`src/rtl/seg7_display_arbiter.sv`:
```
// Round-robin owner of the shared 4-digit 7-segment display.
// Enforces a minimum dwell per owner, blanks between owners and blinks the owner's digits.
module seg7_display_arbiter #(
   parameter int DWELL_CYCLES = 100_000_000,
   parameter int BLANK_CYCLES = 10_000_000,
   parameter int BLINK_HALF   = 25_000_000
) (
   input  logic        clk,
   input  logic        rst,
   input  logic [2:0]  req,
   input  logic [15:0] val0,
   input  logic [15:0] val1,
   input  logic [15:0] val2,
   input  logic [3:0]  mask0,
   input  logic [3:0]  mask1,
   input  logic [3:0]  mask2,
   input  logic [2:0]  blink,
   output logic [15:0] value,
   output logic [3:0]  anode_d,
   output logic [2:0]  grant
);

   localparam int DW = (DWELL_CYCLES > 1) ? $clog2(DWELL_CYCLES) : 1;
   localparam int GW = (BLANK_CYCLES > 1) ? $clog2(BLANK_CYCLES) : 1;
   localparam int BW = (BLINK_HALF > 1) ? $clog2(BLINK_HALF) : 1;

   localparam logic [DW-1:0] DWELL_MAX = DW'(DWELL_CYCLES - 1);
   localparam logic [GW-1:0] GAP_MAX   = GW'(BLANK_CYCLES - 1);
   localparam logic [BW-1:0] BLINK_MAX = BW'(BLINK_HALF - 1);

   typedef enum logic [1:0] {
      IDLE,
      SHOW,
      BLANK
   } state_t;

   state_t        state_q, state_d;
   logic [1:0]    owner_q, owner_d;
   logic [1:0]    last_q, last_d;
   logic [DW-1:0] dwell_q, dwell_d;
   logic [GW-1:0] gap_q, gap_d;
   logic [BW-1:0] bcnt_q;
   logic          phase_q;

   logic [1:0]    cand1, cand2;
   logic [1:0]    pick;
   logic          pick_ok;
   logic [2:0]    owner_oh;
   logic          own_req;
   logic          other_req;
   logic [15:0]   sel_val;
   logic [3:0]    sel_mask;

   function automatic logic [1:0] next3(input logic [1:0] x);
      return (x == 2'd2) ? 2'd0 : x + 2'd1;
   endfunction

   // Scanning last+1, last+2, then last itself gives the previous owner lowest priority.
   always_comb begin
      cand1   = next3(last_q);
      cand2   = next3(cand1);
      pick    = last_q;
      pick_ok = 1'b1;
      if (req[cand1]) begin
         pick = cand1;
      end else if (req[cand2]) begin
         pick = cand2;
      end else if (req[last_q]) begin
         pick = last_q;
      end else begin
         pick_ok = 1'b0;
      end
   end

   always_comb begin
      owner_oh  = 3'b001 << owner_q;
      own_req   = |(req & owner_oh);
      other_req = |(req & ~owner_oh);
   end

   always_comb begin
      sel_val  = val0;
      sel_mask = mask0;
      unique case (owner_q)
         2'd1: begin
            sel_val  = val1;
            sel_mask = mask1;
         end
         2'd2: begin
            sel_val  = val2;
            sel_mask = mask2;
         end
         default: begin
            sel_val  = val0;
            sel_mask = mask0;
         end
      endcase
   end

   always_comb begin
      state_d = state_q;
      owner_d = owner_q;
      last_d  = last_q;
      dwell_d = dwell_q;
      gap_d   = gap_q;
      unique case (state_q)
         IDLE: begin
            if (pick_ok) begin
               state_d = SHOW;
               owner_d = pick;
               last_d  = pick;
               dwell_d = '0;
            end
         end
         SHOW: begin
            if (!own_req) begin
               state_d = other_req ? BLANK : IDLE;
               gap_d   = '0;
            end else if (dwell_q == DWELL_MAX && other_req) begin
               state_d = BLANK;
               gap_d   = '0;
            end else if (dwell_q != DWELL_MAX) begin
               dwell_d = dwell_q + 1'b1;
            end
         end
         BLANK: begin
            if (gap_q == GAP_MAX) begin
               if (pick_ok) begin
                  state_d = SHOW;
                  owner_d = pick;
                  last_d  = pick;
                  dwell_d = '0;
               end else begin
                  state_d = IDLE;
               end
            end else begin
               gap_d = gap_q + 1'b1;
            end
         end
         default: state_d = IDLE;
      endcase
   end

   always_ff @(posedge clk) begin
      if (rst) begin
         state_q <= IDLE;
         owner_q <= 2'd0;
         last_q  <= 2'd2;
         dwell_q <= '0;
         gap_q   <= '0;
      end else begin
         state_q <= state_d;
         owner_q <= owner_d;
         last_q  <= last_d;
         dwell_q <= dwell_d;
         gap_q   <= gap_d;
      end
   end

   // Blink phase runs globally so every owner sees the same cadence.
   always_ff @(posedge clk) begin
      if (rst) begin
         bcnt_q  <= '0;
         phase_q <= 1'b0;
      end else if (bcnt_q == BLINK_MAX) begin
         bcnt_q  <= '0;
         phase_q <= ~phase_q;
      end else begin
         bcnt_q <= bcnt_q + 1'b1;
      end
   end

   always_ff @(posedge clk) begin
      if (rst) begin
         value   <= 16'h0000;
         anode_d <= 4'b1111;
         grant   <= 3'b000;
      end else if (state_q == SHOW) begin
         value   <= sel_val;
         anode_d <= (|(blink & owner_oh) && phase_q) ? 4'b1111 : sel_mask;
         grant   <= owner_oh;
      end else begin
         value   <= 16'h0000;
         anode_d <= 4'b1111;
         grant   <= 3'b000;
      end
   end

endmodule

```
`config.mk`:
```
export PLATFORM = sky130hd
export DESIGN_NAME = seg7_display_arbiter
export DESIGN_NICKNAME = d
export VERILOG_FILES = /design/src/rtl/seg7_display_arbiter.sv
export SDC_FILE = /design/constraint.sdc
export NUM_CORES = 1
export LEC_CHECK = 0
export CAP_MARGIN = 20
export CORE_MARGIN = 1.5
export CORE_UTILIZATION = 47
export DETAILED_ROUTE_END_ITERATION = 6
export PLACE_DENSITY = 0.85
export SYNTH_ARGS = -nofsm -noshare
export SYNTH_HDL_FRONTEND = slang
export SYNTH_SLANG_ARGS = --single-unit
```
`constraint.sdc`:
```
create_clock -name clk -period 2.4 [get_ports clk]
set_input_delay 0.48 -clock clk [delete_from_list [all_inputs] [get_ports clk]]
set_output_delay 0.48 -clock clk [all_outputs]
set_load 0.02 [all_outputs]
```
==> flow_metrics.tcl, run 1 <==
set metrics [dict create \
    antenna_found_initial 0 \
    fin_worst_skew_ns 0.0148 \
    critPathTopFamily "simple AND/OR/NAND/NOR gates" \
    n_antenna_cell 0 \
    reg2regPathDepth 7 \
    timing.setup.tns_ns -0.0197 \
    synth_async_sr_flop_share_pct 0 \
    whs_ns 0.458 \
    place_inst 835 \
    gr-total-overflow 0 \
    worstMarginPinSlew_ns 0.576 \
    maxCapViolations 0 \
    regToRegStartpoint "gap_q[9]" \
    place_ws_ns -0.305 \
    grt.total_usage_pct 23.2 \
    die_h_um 106 \
    grt_pass1_vias 4780 \
    finish.net_count 787 \
    port_buffers 90 \
    vdd_drop_max_mv 0.369 \
    ys_seq_elements 105 \
    clk_latency_ns 0.38 \
    vias_per_cell 5.79 \
    synth_nets 670 \
    core-area_um2 10300 \
    crit_path_start_kind "flop" \
    report.final.slew_viol_count 0 \
    synth_cell_types 48 \
    whs_endpoint "bcnt_q[0]" \
    htree_levels 3 \
    status "complete, but fails checks" \
    firstDrtPassIters 5 \
    min_period_over_period_pct 101 \
    cts_made_buffers 9 \
    crit_path_end_kind "flop" \
    rr_endpoint "dwell_q[13]" \
    vias 4945 \
    power_density_nw_per_um2 587 \
    cts-root-buf "clkbuf_8" \
    hold_depth 1 \
    initial_core_util_pct 48.1 \
    min_period_ns 2.42 \
    synthTopCellsByArea "dfxtp_1 42%, a21oi_1 4.9%, nor2_1 4.8%" \
    drtAntennaViolNets 0 \
    die-area_um2 11200 \
    synth_top_cell_by_area "dfxtp_1" \
    relSlewSlack_pct 61.3 \
    setup_ws_ns -0.0197 \
    cp_data_arrival_time_ns 2.73 \
    clock_sinks 105 \
    wl_um 12800 \
    fmax_mhz 413 \
    placed_area_um2 6230 \
    hp-start "bcnt_q[0]" \
    cp.required_ns 2.71 \
    synth_seq_area_share_pct 42.5 \
    die_w_um 106 \
    yosys_warnings 0 \
    power.total_mw 3.82 \
    netlist_instances 596 \
    cp_max_fo 7 \
    cts.clk_slew.worst_paths_ns 0.10 \
    crit_type "reg -> reg" \
    drcViolationCount 0 \
    violations "setup timing" \
    cts_tree "done" \
    finalNonFillerCells 854 \
    drive_above_1_share_pct 12.1 \
    first_iter_violations 297 \
    num_rows 37 \
    crit_chain "nand4b_1, or4_4, o21ai_4, o211ai_4, buf_4, or3_1, a21oi_2" \
    synth_top_flop_cell "dfxtp_1" \
    synth_enable_flop_cells 0 \
    layout_common_cells "102 x dfxtp_1, 90 x clkdlybuf4s50_1, 63 x nor2_1" \
    dpl.hpwl_um 9310 \
    final_common_cell "dfxtp_1" \
    hold_viol_final 0 \
    min_path_type "reg -> reg" \
    r2r_slack_ns -0.02 \
    final_area_um2 6510 \
    finalSetupViolCount 1 \
    postSynthAreaPerCell_um2 8.30 \
    critPathMaxStageDelay_ns 0.58 \
    clk_path_buf_depth 2 \
    gp_congestion 0.880 \
    grt_first_pass_wirelength_um 21400 \
    syn-cell-area_um2 4950 \
    ios 91 \
    final_util_pct 63.3 \
    slowest_stage "or4_4" \
    cp.buffers_inverters 1 \
    grt_max_degree 41 \
    leakage_nw 2.19 \
    post-synth-top-area-fraction_pct 42.5 \
    routedWlPerCell_um 15.0 \
    area_delta_synth_final_pct 31.5 \
]
## final cells by class
type	instances	area [µm²]
multi-input cells	455	2780
clock inverters	5	37.5
fillers	859	3770
inverters	10	37.5
clock buffers	11	131
well taps	136	170
repair buffers	132	1240
flip-flops and latches	105	2110
## report_power, final
part	internal, mW	total (mW)	switching (mW)	leakage (nW)
logic	0.443	0.972	0.530	1.26
registers	1.80	1.84	0.0351	0.851
clock network	0.384	1.00	0.620	0.0803
## metal layers
| metal | GRT usage (%) | up-vias | wire, µm |
|---|---|---|---|
| li1 | - | 2412 | - |
| met2 | 42.1 | 155 | 6530 |
| met5 | 0 | - | 0 |
| met3 | 5.57 | 36 | 835 |
| met4 | 9.46 | 0 | 347 |
| met1 | 26.0 | 2342 | 5130 |
## repair_timing
item / 4_1_cts / 5_1_grt
buffers inserted: 1 / 2
gates resized for setup: 4 / 14
endpoints found under the setup margin: 20 / 34
hold buffers: 0 / 0
cloned: 0 / 0
pin swaps: 3 / 9
## state kept, by name, summed over array words and instances (netlist names)
register and cells:
phase_q 1, grant 3, last_q 2, dwell_q 27, gap_q 24, state_q 2, owner_q 1, bcnt_q 25
value 16, anode_d 4
## worst max path at each step
stage | cells after the start | slack (ns) | startpoint | end
after global routing | 7 | -0.05 | gap_q[9] | dwell_q[13]
final | 7 | -0.02 | gap_q[9] | dwell_q[13]
after CTS | 8 | 0.007 | gap_q[0] | dwell_q[13]
after floorplan | 9 | 0.01 | owner_q[1] | gap_q[18]
after detailed placement | 7 | -0.31 | req[2] | gap_q[16]
after global placement | 7 | -0.25 | req[2] | gap_q[23]
## cell families after synthesis
group / after synthesis / synth area share, %
XOR/XNOR: 27 / 4.78
adder cells (fa/ha/maj): 6 / 1.52
flip-flops: 105 / 42.5
buffers and inverters: 36 / 3.11
multiplexers: 3 / 0.607
AND/OR/NAND/NOR: 272 / 29.0
AO/OA/AOI/OAI: 147 / 18.6
## cells in the mapped netlist, types with 4 or more instances
library cell / number
and2_1: 4
nand2_1: 57
a21oi_1: 48
ha_1: 6
or4_1: 9
nor2_1: 63
nand3_1: 30
or3_1: 31
a31oi_1: 4
xor2_1: 14
dfxtp_1: 105
nor4_1: 5
a211oi_1: 17
or2_2: 5
clkbuf_1: 20
and4_1: 6
nor3_1: 4
inv_1: 9
a22oi_1: 20
o21ai_0: 38
xnor2_1: 13
o31ai_1: 7
nand4_1: 17
nand2b_1: 8
and3_1: 16
## worst register-to-register path, delay by kind of cell (launching register included)
kind                   cells  cell delay [ns]
AOI/OAI and AO/OA          3             0.57
buffers and inverters      1             0.19
DFF                        1             0.45
and+or+nand+nor            3             1.16
Power figures use the tool's default switching activity.
==> run 2: changes to the inputs <==
==> constraint.sdc (replaced) <==
create_clock -name clk -period 2.4 [get_ports clk]
set_input_delay 0.36 -clock clk [delete_from_list [all_inputs] [get_ports clk]]
set_output_delay 0.36 -clock clk [all_outputs]
set_load 0.02 [all_outputs]
==> run 2 against run 1 <==
  * The run still ends with setup timing left
  * First-iteration DRC count is 11% higher
  * Register-to-register slack hardly changed
  * Sequential power hardly changed
  * Global-route usage is 0.19 points lower
  * Hold slack worse by 0.0044 ns
  * Combinational power is 2.2% higher
  * Clock power is 19% higher
  * Power is 5.4% higher
  * Via count is 0.51% lower
  * Core utilization is 0.72 points higher
  * Flip-flop and latch count stayed put
  * Worst setup slack better by 0.013 ns
==> flow_metrics.tcl, run 2 (synthesis gave the netlist of run 1 again) <==
set metrics [dict create \
    dpl.hpwl_um 9110 \
    final_area_um2 6580 \
    layout_common_cells "100 x dfxtp_1, 90 x clkdlybuf4s50_1, 63 x nor2_1" \
    die-area_um2 11200 \
    num_rows 37 \
    fmax_mhz 416 \
    gp_congestion 0.866 \
    violations "setup timing" \
    htree_levels 3 \
    setup_ws_ns -0.00642 \
    hold_viol_final 0 \
    grt_pass1_vias 4740 \
    die_w_um 106 \
    cts_tree "done" \
    drcViolationCount 0 \
    first_iter_violations 329 \
    p_clk_share_pct 29.6 \
    min_period_over_period_pct 100 \
    hold_buffers 0 \
    worstMarginPinSlew_ns 0.674 \
    firstDrtPassIters 7 \
    cts_made_buffers 9 \
    port_buffers 90 \
    routedWlPerCell_um 14.9 \
    placed_area_um2 6210 \
    status "complete, but fails checks" \
    place_inst 830 \
    vias 4920 \
    wl_um 12700 \
    maxCapViolations 0 \
    area_delta_synth_final_pct 33.0 \
    clk_latency_ns 0.38 \
    crit_path_end_kind "flop" \
    ios 91 \
    place_ws_ns -0.180 \
    fin_worst_skew_ns 0.0119 \
    final_common_cell "dfxtp_1" \
    gr-total-overflow 0 \
    crit_type "reg -> reg" \
    rsz0062_at_grt "yes" \
    leakage_nw 2.22 \
    p_comb_share_pct 24.7 \
    largest_register "dwell_q" \
    cts.clk_slew.worst_paths_ns 0.10 \
    grt_max_degree 41 \
    min_period_ns 2.41 \
    n_antenna_cell 0 \
    antenna_found_initial 0 \
    sw_frac_of_total_pct 30.5 \
    reg2regPathDepth 7 \
    crit_path_start_kind "flop" \
    grt_first_pass_wirelength_um 21100 \
    top_regs "dwell_q x27, bcnt_q x25, gap_q x24" \
    power_density_nw_per_um2 611 \
    clock_sinks 105 \
    power.net_switching_mw 1.23 \
    grt.total_usage_pct 23.0 \
    whs_ns 0.454 \
    cp.required_ns 2.65 \
    seqPwrFrac_pct 45.7 \
    report.final.slew_viol_count 0 \
    relSlewSlack_pct 54.6 \
    cts-root-buf "clkbuf_8" \
    drtAntennaViolNets 0 \
    hold_depth 1 \
    finish.net_count 784 \
    vias_per_cell 5.78 \
    finalNonFillerCells 851 \
    final_util_pct 64.0 \
    min_path_type "reg -> reg" \
    core-area_um2 10300 \
    cp_data_arrival_time_ns 2.65 \
    cp_max_fo 8 \
    finalSetupViolCount 1 \
    vdd_drop_max_mv 0.360 \
    initial_core_util_pct 48.1 \
    clk_path_buf_depth 2 \
    largest_reg_flops 27 \
    die_h_um 106 \
    drive_above_1_share_pct 12.4 \
    fillers 812 \
    p_int_mw 2.79 \
]
[run 2: repair_timing]
item / CTS / global route
setup buffers: 0 / 5
setup endpoints to repair: 17 / 37
resized for setup: 4 / 25
gates cloned: 0 / 1
pin swaps: 1 / 15
[run 2: cell type report]
cell class | instances | area, µm² | area share, %
tap | 136 | 170 | 2.59
multi-input combinational | 456 | 2820 | 42.8
clock buffer | 10 | 138 | 2.09
sequential | 105 | 2110 | 32.1
inverter | 10 | 40.0 | 0.608
timing repair buffer | 128 | 1230 | 18.7
clock inverter | 6 | 72.6 | 1.10
[run 2: per-stage QoR]
stage	setup TNS [ns]	power, mW
finish	-0.00642	4.02
global route	-0.339	4.20
CTS	0	3.96
detailed placement	-1.26	2.78
global placement	-0.447	2.75
floorplan	0	2.38
[run 2: worst paths after layout]
kind | startpoint | to | slack [ns]
max | gap_q[6] | dwell_q[24] | -0.006
min | bcnt_q[0] | bcnt_q[0] | 0.45
max reg2reg | gap_q[6] | dwell_q[24] | -0.006
min reg2reg | bcnt_q[0] | bcnt_q[0] | 0.45
[run 2: worst max-delay path, cell delays in order (launching register included)]
cell and delay [ns]:
dfxtp_1 0.38, nand3_1 0.14, or4_4 0.58, o21ai_4 0.22
o211ai_4 0.17, buf_6 0.17, o41ai_1 0.50, a21oi_2 0.12
[run 2: routing by layer]
| layer | up-vias | global-route usage [%] | routed length [µm] |
|---|---|---|---|
| met1 | 2302 | 26.8 | 5240 |
| met4 | 0 | 8.20 | 242 |
| met2 | 182 | 40.7 | 6420 |
| met5 | - | 0 | 0 |
| li1 | 2411 | - | - |
| met3 | 25 | 6.18 | 796 |
[run 2: power by group through the flow]
| stage | registers, mW | clock network (mW) | logic, mW |
|---|---|---|---|
| after floorplan | 1.92 | 0 | 0.459 |
| after global placement | 1.87 | 0 | 0.875 |
| after detailed placement | 1.88 | 0 | 0.904 |
| after CTS | 1.84 | 1.21 | 0.915 |
| after global routing | 1.85 | 1.28 | 1.07 |
| final | 1.84 | 1.19 | 0.993 |
